===== src/rtl/pdm_demod_pkg.sv =====
// Shared types and parameter limits for the multi-channel PDM demodulator.
// Included by pdm_ch_acc and pdm_demod_mc.
package pdm_demod_pkg;

  typedef enum logic {
    IDLE  = 1'b0,
    ACCUM = 1'b1
  } state_t;

  localparam int NUM_CH_MIN   = 1;
  localparam int NUM_CH_MAX   = 8;
  localparam int WIN_LOG2_MIN = 4;
  localparam int WIN_LOG2_MAX = 14;

  function automatic bit cfg_ok(
    input int nc,
    input int wl,
    input int ow
  );
    return (nc >= NUM_CH_MIN) && (nc <= NUM_CH_MAX) &&
           (wl >= WIN_LOG2_MIN) && (wl <= WIN_LOG2_MAX) &&
           (ow >= wl);
  endfunction

endpackage


===== src/rtl/pdm_ch_acc.sv =====
// One PDM channel: ones counter over a window plus scale/saturate of the
// total that includes the current bit.
module pdm_ch_acc
  import pdm_demod_pkg::*;
#(
  parameter int WIN_LOG2 = 11,
  parameter int OUT_W    = 16
) (
  input  logic             clk,
  input  logic             rst_n,
  input  logic             clr,
  input  logic             stb,
  input  logic             done,
  input  logic             din,
  output logic [OUT_W-1:0] res
);

  localparam int CW = WIN_LOG2 + 1;

  logic [CW-1:0] cnt;
  logic [CW-1:0] tot;

  assign tot = cnt + {{WIN_LOG2{1'b0}}, din};

  always_ff @(posedge clk or negedge rst_n) begin
    if (!rst_n) begin
      cnt <= '0;
    end else if (clr || done) begin
      cnt <= '0;
    end else if (stb) begin
      cnt <= tot;
    end
  end

  // Only a full window of ones sets the top bit; it maps to full scale.
  assign res = tot[WIN_LOG2] ? '1
             : OUT_W'(tot[WIN_LOG2-1:0]) << (OUT_W - WIN_LOG2);

endmodule


===== src/rtl/pdm_demod_mc.sv =====
// Multi-channel PDM demodulator with windowed ones counting.
// Define PDM_DEMOD_STICKY_OVR_EN for a sticky ovr cleared by ovr_clr.
module pdm_demod_mc
  import pdm_demod_pkg::*;
#(
  parameter int NUM_CH   = 2,
  parameter int WIN_LOG2 = 11,
  parameter int OUT_W    = 16
) (
  input  logic                    clk,
  input  logic                    rst_n,
  input  logic                    en,
  input  logic                    pdm_stb,
  input  logic [NUM_CH-1:0]       pdm,
  output logic [NUM_CH*OUT_W-1:0] out_data,
  output logic                    out_vld,
  input  logic                    out_rdy,
  output logic                    ovr
`ifdef PDM_DEMOD_STICKY_OVR_EN
  ,
  input  logic                    ovr_clr
`endif
);

  if (!cfg_ok(NUM_CH, WIN_LOG2, OUT_W)) begin : g_cfg_err
    $error("pdm_demod_mc: illegal NUM_CH/WIN_LOG2/OUT_W");
  end

  localparam logic [WIN_LOG2-1:0] ONE = WIN_LOG2'(1);

  state_t              state;
  state_t              state_nxt;
  logic [WIN_LOG2-1:0] scnt;
  logic                run;
  logic                take;
  logic                done;
  logic                ovr_set;
  logic [OUT_W-1:0]    res [NUM_CH];

  always_ff @(posedge clk or negedge rst_n) begin
    if (!rst_n) state <= IDLE;
    else        state <= state_nxt;
  end

  always_comb begin
    state_nxt = state;
    unique case (state)
      IDLE:    if (en)  state_nxt = ACCUM;
      ACCUM:   if (!en) state_nxt = IDLE;
      default: state_nxt = IDLE;
    endcase
  end

  // Dropping en in ACCUM discards the partial window that same clock.
  assign run  = (state == ACCUM) && en;
  assign take = run && pdm_stb;
  assign done = take && (scnt == '1);

  always_ff @(posedge clk or negedge rst_n) begin
    if (!rst_n) begin
      scnt <= '0;
    end else if (!run) begin
      scnt <= '0;
    end else if (take) begin
      scnt <= scnt + ONE;
    end
  end

  for (genvar c = 0; c < NUM_CH; c++) begin : g_ch
    pdm_ch_acc #(
      .WIN_LOG2 (WIN_LOG2),
      .OUT_W    (OUT_W)
    ) u_acc (
      .clk   (clk),
      .rst_n (rst_n),
      .clr   (!run),
      .stb   (take),
      .done  (done),
      .din   (pdm[c]),
      .res   (res[c])
    );
  end

  always_ff @(posedge clk or negedge rst_n) begin
    if (!rst_n) begin
      out_data <= '0;
      out_vld  <= 1'b0;
    end else if (done) begin
      for (int c = 0; c < NUM_CH; c++) begin
        out_data[c*OUT_W +: OUT_W] <= res[c];
      end
      out_vld <= 1'b1;
    end else if (out_vld && out_rdy) begin
      out_vld <= 1'b0;
    end
  end

  assign ovr_set = done && out_vld && !out_rdy;

  always_ff @(posedge clk or negedge rst_n) begin
    if (!rst_n) begin
      ovr <= 1'b0;
    end else begin
`ifdef PDM_DEMOD_STICKY_OVR_EN
      ovr <= ovr_set || (ovr && !ovr_clr);
`else
      ovr <= ovr_set;
`endif
    end
  end

endmodule


===== config.mk =====
export PLATFORM = sky130hd
export DESIGN_NAME = pdm_demod_mc
export DESIGN_NICKNAME = d
export VERILOG_FILES = /design/src/rtl/pdm_demod_pkg.sv /design/src/rtl/pdm_ch_acc.sv /design/src/rtl/pdm_demod_mc.sv
export SDC_FILE = /design/constraint.sdc
export NUM_CORES = 1
export LEC_CHECK = 0
export CORE_MARGIN = 2
export CORE_UTILIZATION = 57
export CTS_BUF_LIST = sky130_fd_sc_hd__clkbuf_4
export DETAILED_ROUTE_END_ITERATION = 6
export GPL_TIMING_DRIVEN = 0
export PLACE_DENSITY = 0.9
export SKIP_CTS_REPAIR_TIMING = 1
export SLEW_MARGIN = 30
export SYNTH_ARGS = -nofsm -noshare
export SYNTH_HDL_FRONTEND = slang
export SYNTH_SLANG_ARGS = --single-unit

===== constraint.sdc =====
create_clock -name clk -period 2.3 [get_ports clk]
set_clock_uncertainty 0.05 [all_clocks]
set_input_delay 0.23 -clock clk [delete_from_list [all_inputs] [get_ports clk]]
set_output_delay 0.23 -clock clk [all_outputs]
set_load 0.005 [all_outputs]

# Word level (Yosys, flattened, before mapping)
# Index checks and enable logic that the tools add are counted.
# word_totals
ff_bits	70
latch_bits	0
mem_bits_rw	0
mem_bits_ro	0
input_bits	7
output_inout_bits	34
elab_cells	34
n_memories	0
# op_classes
add_sub_neg	3
mul	0
n_div	0
n_lt_le_gt_ge	0
n_eq_ne	2
shift	0
n_mux	11
bitwise	0
reduce_logical	11
# op_table
op	count
12-bit 2-to-1 mux	4
16-bit 2-to-1 mux	2
12-bit by 1-bit adder with 12-bit output	2
11-bit 2-to-1 mux	2
11-bit by 1-bit adder with 11-bit output (second input constant)	1
11-bit == test (second input constant)	1
1-bit logical AND	6
2-bit nonzero test	2
1-bit 2-to-1 mux	3
1-bit zero test	2
2-bit by 1-bit inequality test with 1-bit output (second input constant)	1
1-bit logical OR	1

# Depth between registers and ports, before layout
# Gate-level depths: netlist of run 1.
# logic_depth
ltp_word	5
depth_mapped	6
ltp_nobuf	6

# Cells and area by module
# Synthesis of run 1 repeated with hierarchy kept, for this count alone.
# hier_totals
cells_unflattened	343
hier_area_um2	3682.3
# modules_own_cells
module	n_inst	cells_each	area_each_um2	seq_area_each_um2
pdm_demod_mc	1	132	1874.3	1151.1
pdm_ch_acc (g_ch[1].u_acc)	1	108	922.1	300.3
pdm_ch_acc (g_ch[0].u_acc)	1	103	885.8	300.3

# Worst setup path before layout of run 1
# OpenSTA, ideal clock, no wires.
# synth_timing
path_kind	register -> register
start	register scnt[0]
end	register out_data[21]
setup_time_ns	0.120
arrival_ns	1.548
t_required_ns	2.130
setup_slack_ns	0.582
stages_incl_launch_ff	7
n_path_buf	1
period_less_slack_ns	1.718
cell_sequence	dfrtp_1 ha_1 nand3_2 or4_1 buf_2 nor2_1 a21oi_2
# synth_between
elab_chain_len	2
# synth_lines
element	line_no	source
start, declared	pdm_demod_mc.sv:33	logic [WIN_LOG2-1:0] scnt;
start signal, assigned	pdm_demod_mc.sv:65	scnt <= scnt + ONE;
11-bit == test	pdm_demod_mc.sv:57	assign done = take && (scnt == '1);
1-bit logical AND	pdm_demod_mc.sv:57	
end signal, assigned by index	pdm_demod_mc.sv:90	out_data[c*OUT_W +: OUT_W] <= res[c];
end, declared	pdm_demod_mc.sv:15	output logic [NUM_CH*OUT_W-1:0] out_data,
# No other way between the ends.
# A chain may end at the register's enable or synchronous reset.

# Worst setup path in the final report of run 1
# layout_timing
start	register scnt[0]
end	register out_data[27]
# Same word-level chain as after synthesis.

==> out/summary.txt, run 1 <==
FMAX = 0.4992 GHz
DRC = 0
Syn Area/Cell = 10.12 µm²
# diodes = 0
RSZ-0062 raised after global routing = no
CTS root buf = clkbuf_4
Fin. Hold Viols = 0
pre-CTS setup slack = 0.09671 ns
type of the most critical hold path = in -> async
Die Width = 79.02 µm
total vias in the final route = 2543
Pwr Total = 1.908 mW
commonest cells after routing, fill and taps aside = 62 x dfrtp_1, 48 x nor2_1, 39 x clkdlybuf4s50_1
sequential share of the synthesized area = 0.4836
Synthesized Nets = 329
Fin Setup TNS = 0 ns
FF+latch area = 1551 µm²
critical path data arrival time = 2.30 ns
commonest non-fill, non-tap cell in the layout = dfrtp_1
Synthesis Warnings = 0
CTS Sinks = 62
fill cell count = 393
CTS clock-pin slew for the worst setup and hold paths = 0.11 ns
Worst Setup Start Kind = flip-flop
asr flop ratio synth = 1.000
initial antenna violation count = 0
Slew HR = 0.5187
Placement Rows = 27
Worst-Skew Late Latency = 0.42 ns
global placer's final weighted congestion = 0.8752
global-route usage over all layers = 0.2349
final worst-path cycle share = 0.8709
Clock Path Buffers = 2
die area = 6244 µm²
Final WS setup = 0.2968 ns
crit path capture type = flip-flop
Top FF cell, synth = dfrtp_1
Congestion Overflow GR = 0
DR vias/cell = 5.689
pwr dens = 494.4 nW/µm²
Synth area leaders = dfrtp_1 48%, xnor2_1 6.6%, nor2_1 5.6%, a31oi_2 4.3%, a31oi_1 3.7%
core area = 5473 µm²
H-tree depth = 3
Lkg Pwr = 1.602 nW
Die Y = 79.02 µm
routed wire length = 6.698 mm
Tmin final = 2.003 ns
proportion of layout cells with a drive suffix above 1 = 0.1680
Multi-input gate area = 1485 µm²
worst slew pin tran = 0.7194 ns
Max-cap violations = 0
Critical Path RT = 2.60 ns
Slew Viols, Final = 0
top cell type's share of synthesized area = 0.4836
largest net degree at the start of global routing = 45
Final ANT Viol Nets = 0
nets = 382
vias in the first global route = 2403
drt pass-1 iters = 4
Synth area leader = dfrtp_1
Area Overhead vs Synth = 20.28%
CTS tree = built
Synth Register Bits = 62
Unique masters post-synth = 41
Iter 0 DRT Violations = 200
hpwl dp = 4.829 mm
port bufs = 40
outcome = finished, final reports clean
number of CTS-inserted buffers = 9
Crit Path Class = reg -> reg
Worst Path Max Fanout = 10
Ports = 41
Initial Util = 0.5862
Post-synth EDFFs = 0
Gate Count Post-Synth = 317
Avg WL per Cell = 14.98 µm
first-pass GRT wire length = 11.22 mm
Mapped Area = 3208 µm²
final setup fails = 0
maximum vdd drop = 0.3335 mV
power breakdown:
group / switching (mW) / internal [mW]
Combinational: 0.0546 / 0.0268
Clock: 0.407 / 0.323
Sequential: 0.00306 / 1.09
Total: 0.465 / 1.44
Yosys cell counts, types with 2 or more instances:
library cell  instances
a31o_2                2
nor2_1               48
o21ai_1               3
buf_2                 8
nor3_1               10
dfrtp_1              62
ha_1                  5
o21ai_0              12
nor4_4                2
a31oi_2              11
and3_1                3
a21oi_2               2
a41oi_1               2
clkbuf_1              2
buf_4                11
a21oi_1              15
nand2b_1              5
nand3_2               2
nand2_1              21
xnor2_1              24
a22o_1                4
nand4_2               2
inv_1                 5
nand3_1              12
o311a_1               2
nor4b_1               2
buf_6                 2
xor2_1                5
a31oi_1              19
nand4_1               3
final timing paths:
| kind | cells after the start | start | slack (ns) | to |
|---|---|---|---|---|
| worst min register to register | 2 | g_ch[0].u_acc.cnt[11]$_DFFE_PN0P_ | 0.47 | g_ch[0].u_acc.cnt[11]$_DFFE_PN0P_ |
| min in group clk | 1 | en | 0.28 | state$_DFF_PN0_ |
| worst max register to register | 6 | scnt[0]$_DFFE_PN0P_ | 0.30 | out_data[27]$_DFFE_PN0P_ |
| worst min-delay path | 2 | rst_n | 0.16 | scnt[5]$_DFFE_PN0P_ |
| worst max-delay path | 6 | scnt[0]$_DFFE_PN0P_ | 0.30 | out_data[27]$_DFFE_PN0P_ |
| max in group asynchronous | 3 | rst_n | 1.53 | g_ch[1].u_acc.cnt[10]$_DFFE_PN0P_ |
flip-flops by register name (all words and copies together), names as in the netlist:
signal and flops:
out_vld 1, out_data 24, scnt 11, g_ch.u_acc.cnt 24
state 1, ovr 1
layout make-up:
type | instances | area share
plain buffers | 23 | 0.03956
clock buffers | 9 | 0.01751
clock inverters | 7 | 0.01686
inverters | 5 | 0.004864
multi-input cells | 227 | 0.3849
flip-flops and latches | 62 | 0.4021
well taps | 72 | 0.02335
repair buffers | 42 | 0.1109
layer usage:
metal | up-vias | routed length (µm) | GRT usage
met5 | - | 0 | 0
li1 | 1239 | - | -
met4 | 0 | 131 | 0.09828
met3 | 13 | 311 | 0.05455
met1 | 1218 | 2972 | 0.3006
met2 | 73 | 3282 | 0.3847
critical path, cell delays in order (launching register included):
cell and delay, ns:
dfrtp_1 0.40, ha_1 0.26, nand3_2 0.17, nor4_4 0.56
buf_4 0.28, nor2_1 0.07, a31oi_2 0.14
metrics by stage:
step,cell area (µm²),instances,hold WS [ns],utilization
3_3_place_gp,3699,429,0.4329,0.6758
4_1_cts,3849,446,-0.3909,0.7032
5_1_grt,3859,447,0.1773,0.7051
3_5_place_dp,3716,430,0.07321,0.6790
2_1_floorplan,3208,317,-0.1156,-
6_report,3859,447,0.1638,0.7051
cell families after synthesis:
kind of cell    Yosys count  share of synthesized area
mux                       1                   0.003120
xor+xnor                 29                    0.07917
compound gates           74                     0.1650
fa+ha+maj                 5                    0.01950
simple gates            118                     0.1962
flops                    62                     0.4836
buf+inv                  28                    0.05343
No activity file was read; power rests on OpenSTA's default activity.
==> inputs of run 2 (changes only) <==
Clock period 2.3 ns to 1.98 ns, I/O delays scaled along.
==> run 2 against run 1 <==
Net effect:
- global-route usage is the same
- core utilization is 0.55 points higher
- via count is 0.87% higher
- register-to-register slack lost 0.22 ns
- critical path type unchanged
- highest routed layer unchanged
==> out/summary.txt, run 2 (synthesized netlist as in run 1, its figures left out) <==
outcome = finished, final reports clean
pre-CTS setup slack = -0.1913 ns (-0.2880 ns)
Tmin final = 1.899 ns (-0.1040 ns)
largest net degree at the start of global routing = 45 (unchanged)
Max-cap violations = 0 (unchanged)
global placer's final weighted congestion = 0.8752 (unchanged)
crit-path max cell delay = 0.40 ns (-0.16 ns)
Final WS setup = 0.08086 ns (-0.2160 ns)
fill cell count = 392 (-0.25%)
Fin Setup TNS = 0 ns (unchanged)
Critical Path RT = 2.22 ns (-0.38 ns)
initial antenna violation count = 0 (unchanged)
Avg WL per Cell = 15.14 µm (+1.1%)
commonest cells after routing, fill and taps aside = 62 x dfrtp_1, 48 x nor2_1, 39 x clkdlybuf4s50_1
Worst-Skew Late Latency = 0.42 ns (about the same)
CTS root buf = clkbuf_4
type of the most critical hold path = in -> async
Slew Viols, Final = 0 (unchanged)
DR vias/cell = 5.713 (+0.42%)
Congestion Overflow GR = 0 (unchanged)
Clock Path Buffers = 2 (unchanged)
final setup fails = 0 (unchanged)
vias in the first global route = 2403 (unchanged)
dpl cell area = 3716 µm² (unchanged)
Worst Path Max Fanout = 10 (unchanged)
Ports = 41 (unchanged)
maximum vdd drop = 0.3876 mV (+16%)
slowest CP cell = o311a_1
total vias in the final route = 2565 (+0.87%)
port bufs = 40 (unchanged)
Final ANT Viol Nets = 0 (unchanged)
final worst-path cycle share = 0.9592 (+0.08822)
critical path data arrival time = 2.14 ns (-0.16 ns)
Fin. Hold Viols = 0 (unchanged)
pwr dens = 572.0 nW/µm² (+16%)
Die Width = 79.02 µm (unchanged)
Die Y = 79.02 µm (unchanged)
first-pass GRT wire length = 11.22 mm (unchanged)
Design Area, Final = 3889 µm² (+0.78%)
proportion of layout cells with a drive suffix above 1 = 0.1777 (+0.009719)
Slew HR = 0.5450 (+0.02636)
drt pass-1 iters = 4 (unchanged)
Iter 0 DRT Violations = 225 (+13%)
commonest non-fill, non-tap cell in the layout = dfrtp_1
core area = 5473 µm² (unchanged)
Initial Util = 0.5862 (unchanged)
Placement Rows = 27 (unchanged)
Worst Setup Start Kind = flip-flop
CTS Sinks = 62 (unchanged)
CTS tree = built
Area Overhead vs Synth = 21.22%
placed cell count = 430 (unchanged)
final cell count without fillers = 449 (+0.45%)
routed wire length = 6.799 mm (+1.5%)
number of CTS-inserted buffers = 9 (unchanged)
DRC = 0 (unchanged)
Crit Path Class = reg -> reg
worst slew pin tran = 0.6800 ns (-0.03940 ns)
hpwl dp = 4.829 mm (unchanged)
Lkg Pwr = 1.610 nW (+0.50%)
FMAX = 0.5266 GHz (+5.5%)
CTS clock-pin slew for the worst setup and hold paths = 0.11 ns (about the same)
crit path capture type = flip-flop
H-tree depth = 3 (unchanged)
global-route usage over all layers = 0.2349 (unchanged)
nets = 384 (+0.52%)
die area = 6244 µm² (unchanged)
largest registers = g_ch.u_acc.cnt x24, out_data x24, scnt x11
# diodes = 0 (unchanged)
crit-path cells = ha_2 > nand3_1 > o311a_1 > buf_2 > a41oi_1 > a31oi_1
-- run 2: changes by cell type in the layout (fill, tap and decap cells not counted) --
cell and delta:
buf_4 +2, ha_1 -1, ha_2 +1, nand3_1 -1
nand3_4 +1
-- run 2: path summary, 6_finish.rpt --
kind | start | endpoint | slack, ns | cells past startpoint
worst max register to register | scnt[0]$_DFFE_PN0P_ | g_ch[0].u_acc.cnt[3]$_DFFE_PN0P_ | 0.08 | 6
max in group asynchronous | rst_n | g_ch[1].u_acc.cnt[10]$_DFFE_PN0P_ | 1.24 | 3
min in group clk | en | state$_DFF_PN0_ | 0.25 | 1
worst min register to register | g_ch[0].u_acc.cnt[11]$_DFFE_PN0P_ | g_ch[0].u_acc.cnt[11]$_DFFE_PN0P_ | 0.47 | 2
worst min-delay path | rst_n | scnt[5]$_DFFE_PN0P_ | 0.13 | 2
worst max-delay path | scnt[0]$_DFFE_PN0P_ | g_ch[0].u_acc.cnt[3]$_DFFE_PN0P_ | 0.08 | 6
-- run 2: area by class of cell --
type	instances	area, µm²	area share
Inverter	5	18.77	0.004826
Multi-Input combinational cell	227	1500	0.3858
Timing Repair Buffer	44	442.9	0.1139
Clock inverter	7	65.06	0.01673
Clock buffer	9	67.56	0.01737
Buffer	23	152.6	0.03925
Sequential cell	62	1551	0.3990
Tap cell	72	90.09	0.02317
-- run 2: metrics by stage --
| step | util | hold slack [ns] | total power, mW |
|---|---|---|---|
| 3_3_place_gp | 0.6758 | 0.4329 | 1.384 |
| 2_1_floorplan | - | -0.1476 | 1.335 |
| 4_1_cts | 0.7032 | -0.4229 | 2.230 |
| 6_report | 0.7106 | 0.1303 | 2.224 |
| 5_1_grt | 0.7106 | 0.1453 | 2.302 |
| 3_5_place_dp | 0.6790 | 0.04121 | 1.392 |
-- run 2: where the power goes --
group	internal (mW)	switching [mW]	leakage, nW
clock	0.375	0.479	0.0731
combinational	0.0331	0.0646	0.673
sequential	1.27	0.00325	0.863
-- run 2: routing by layer --
layer / global-route usage / up-vias / wire (µm)
li1: - / 1245 / -
met1: 0.3006 / 1222 / 2991
met2: 0.3847 / 86 / 3329
met3: 0.05455 / 12 / 355
met4: 0.09828 / 0 / 122
met5: 0 / - / 0
-- run 2: worst max-delay path: cells and delay by family (launching register included) --
| kind | cells | cell delay, ns |
|---|---|---|
| AO/OA/AOI/OAI | 3 | 0.73 |
| flip-flops | 1 | 0.38 |
| buffers and inverters | 1 | 0.22 |
| AND/OR/NAND/NOR | 1 | 0.14 |
| adder cells (fa/ha/maj) | 1 | 0.25 |
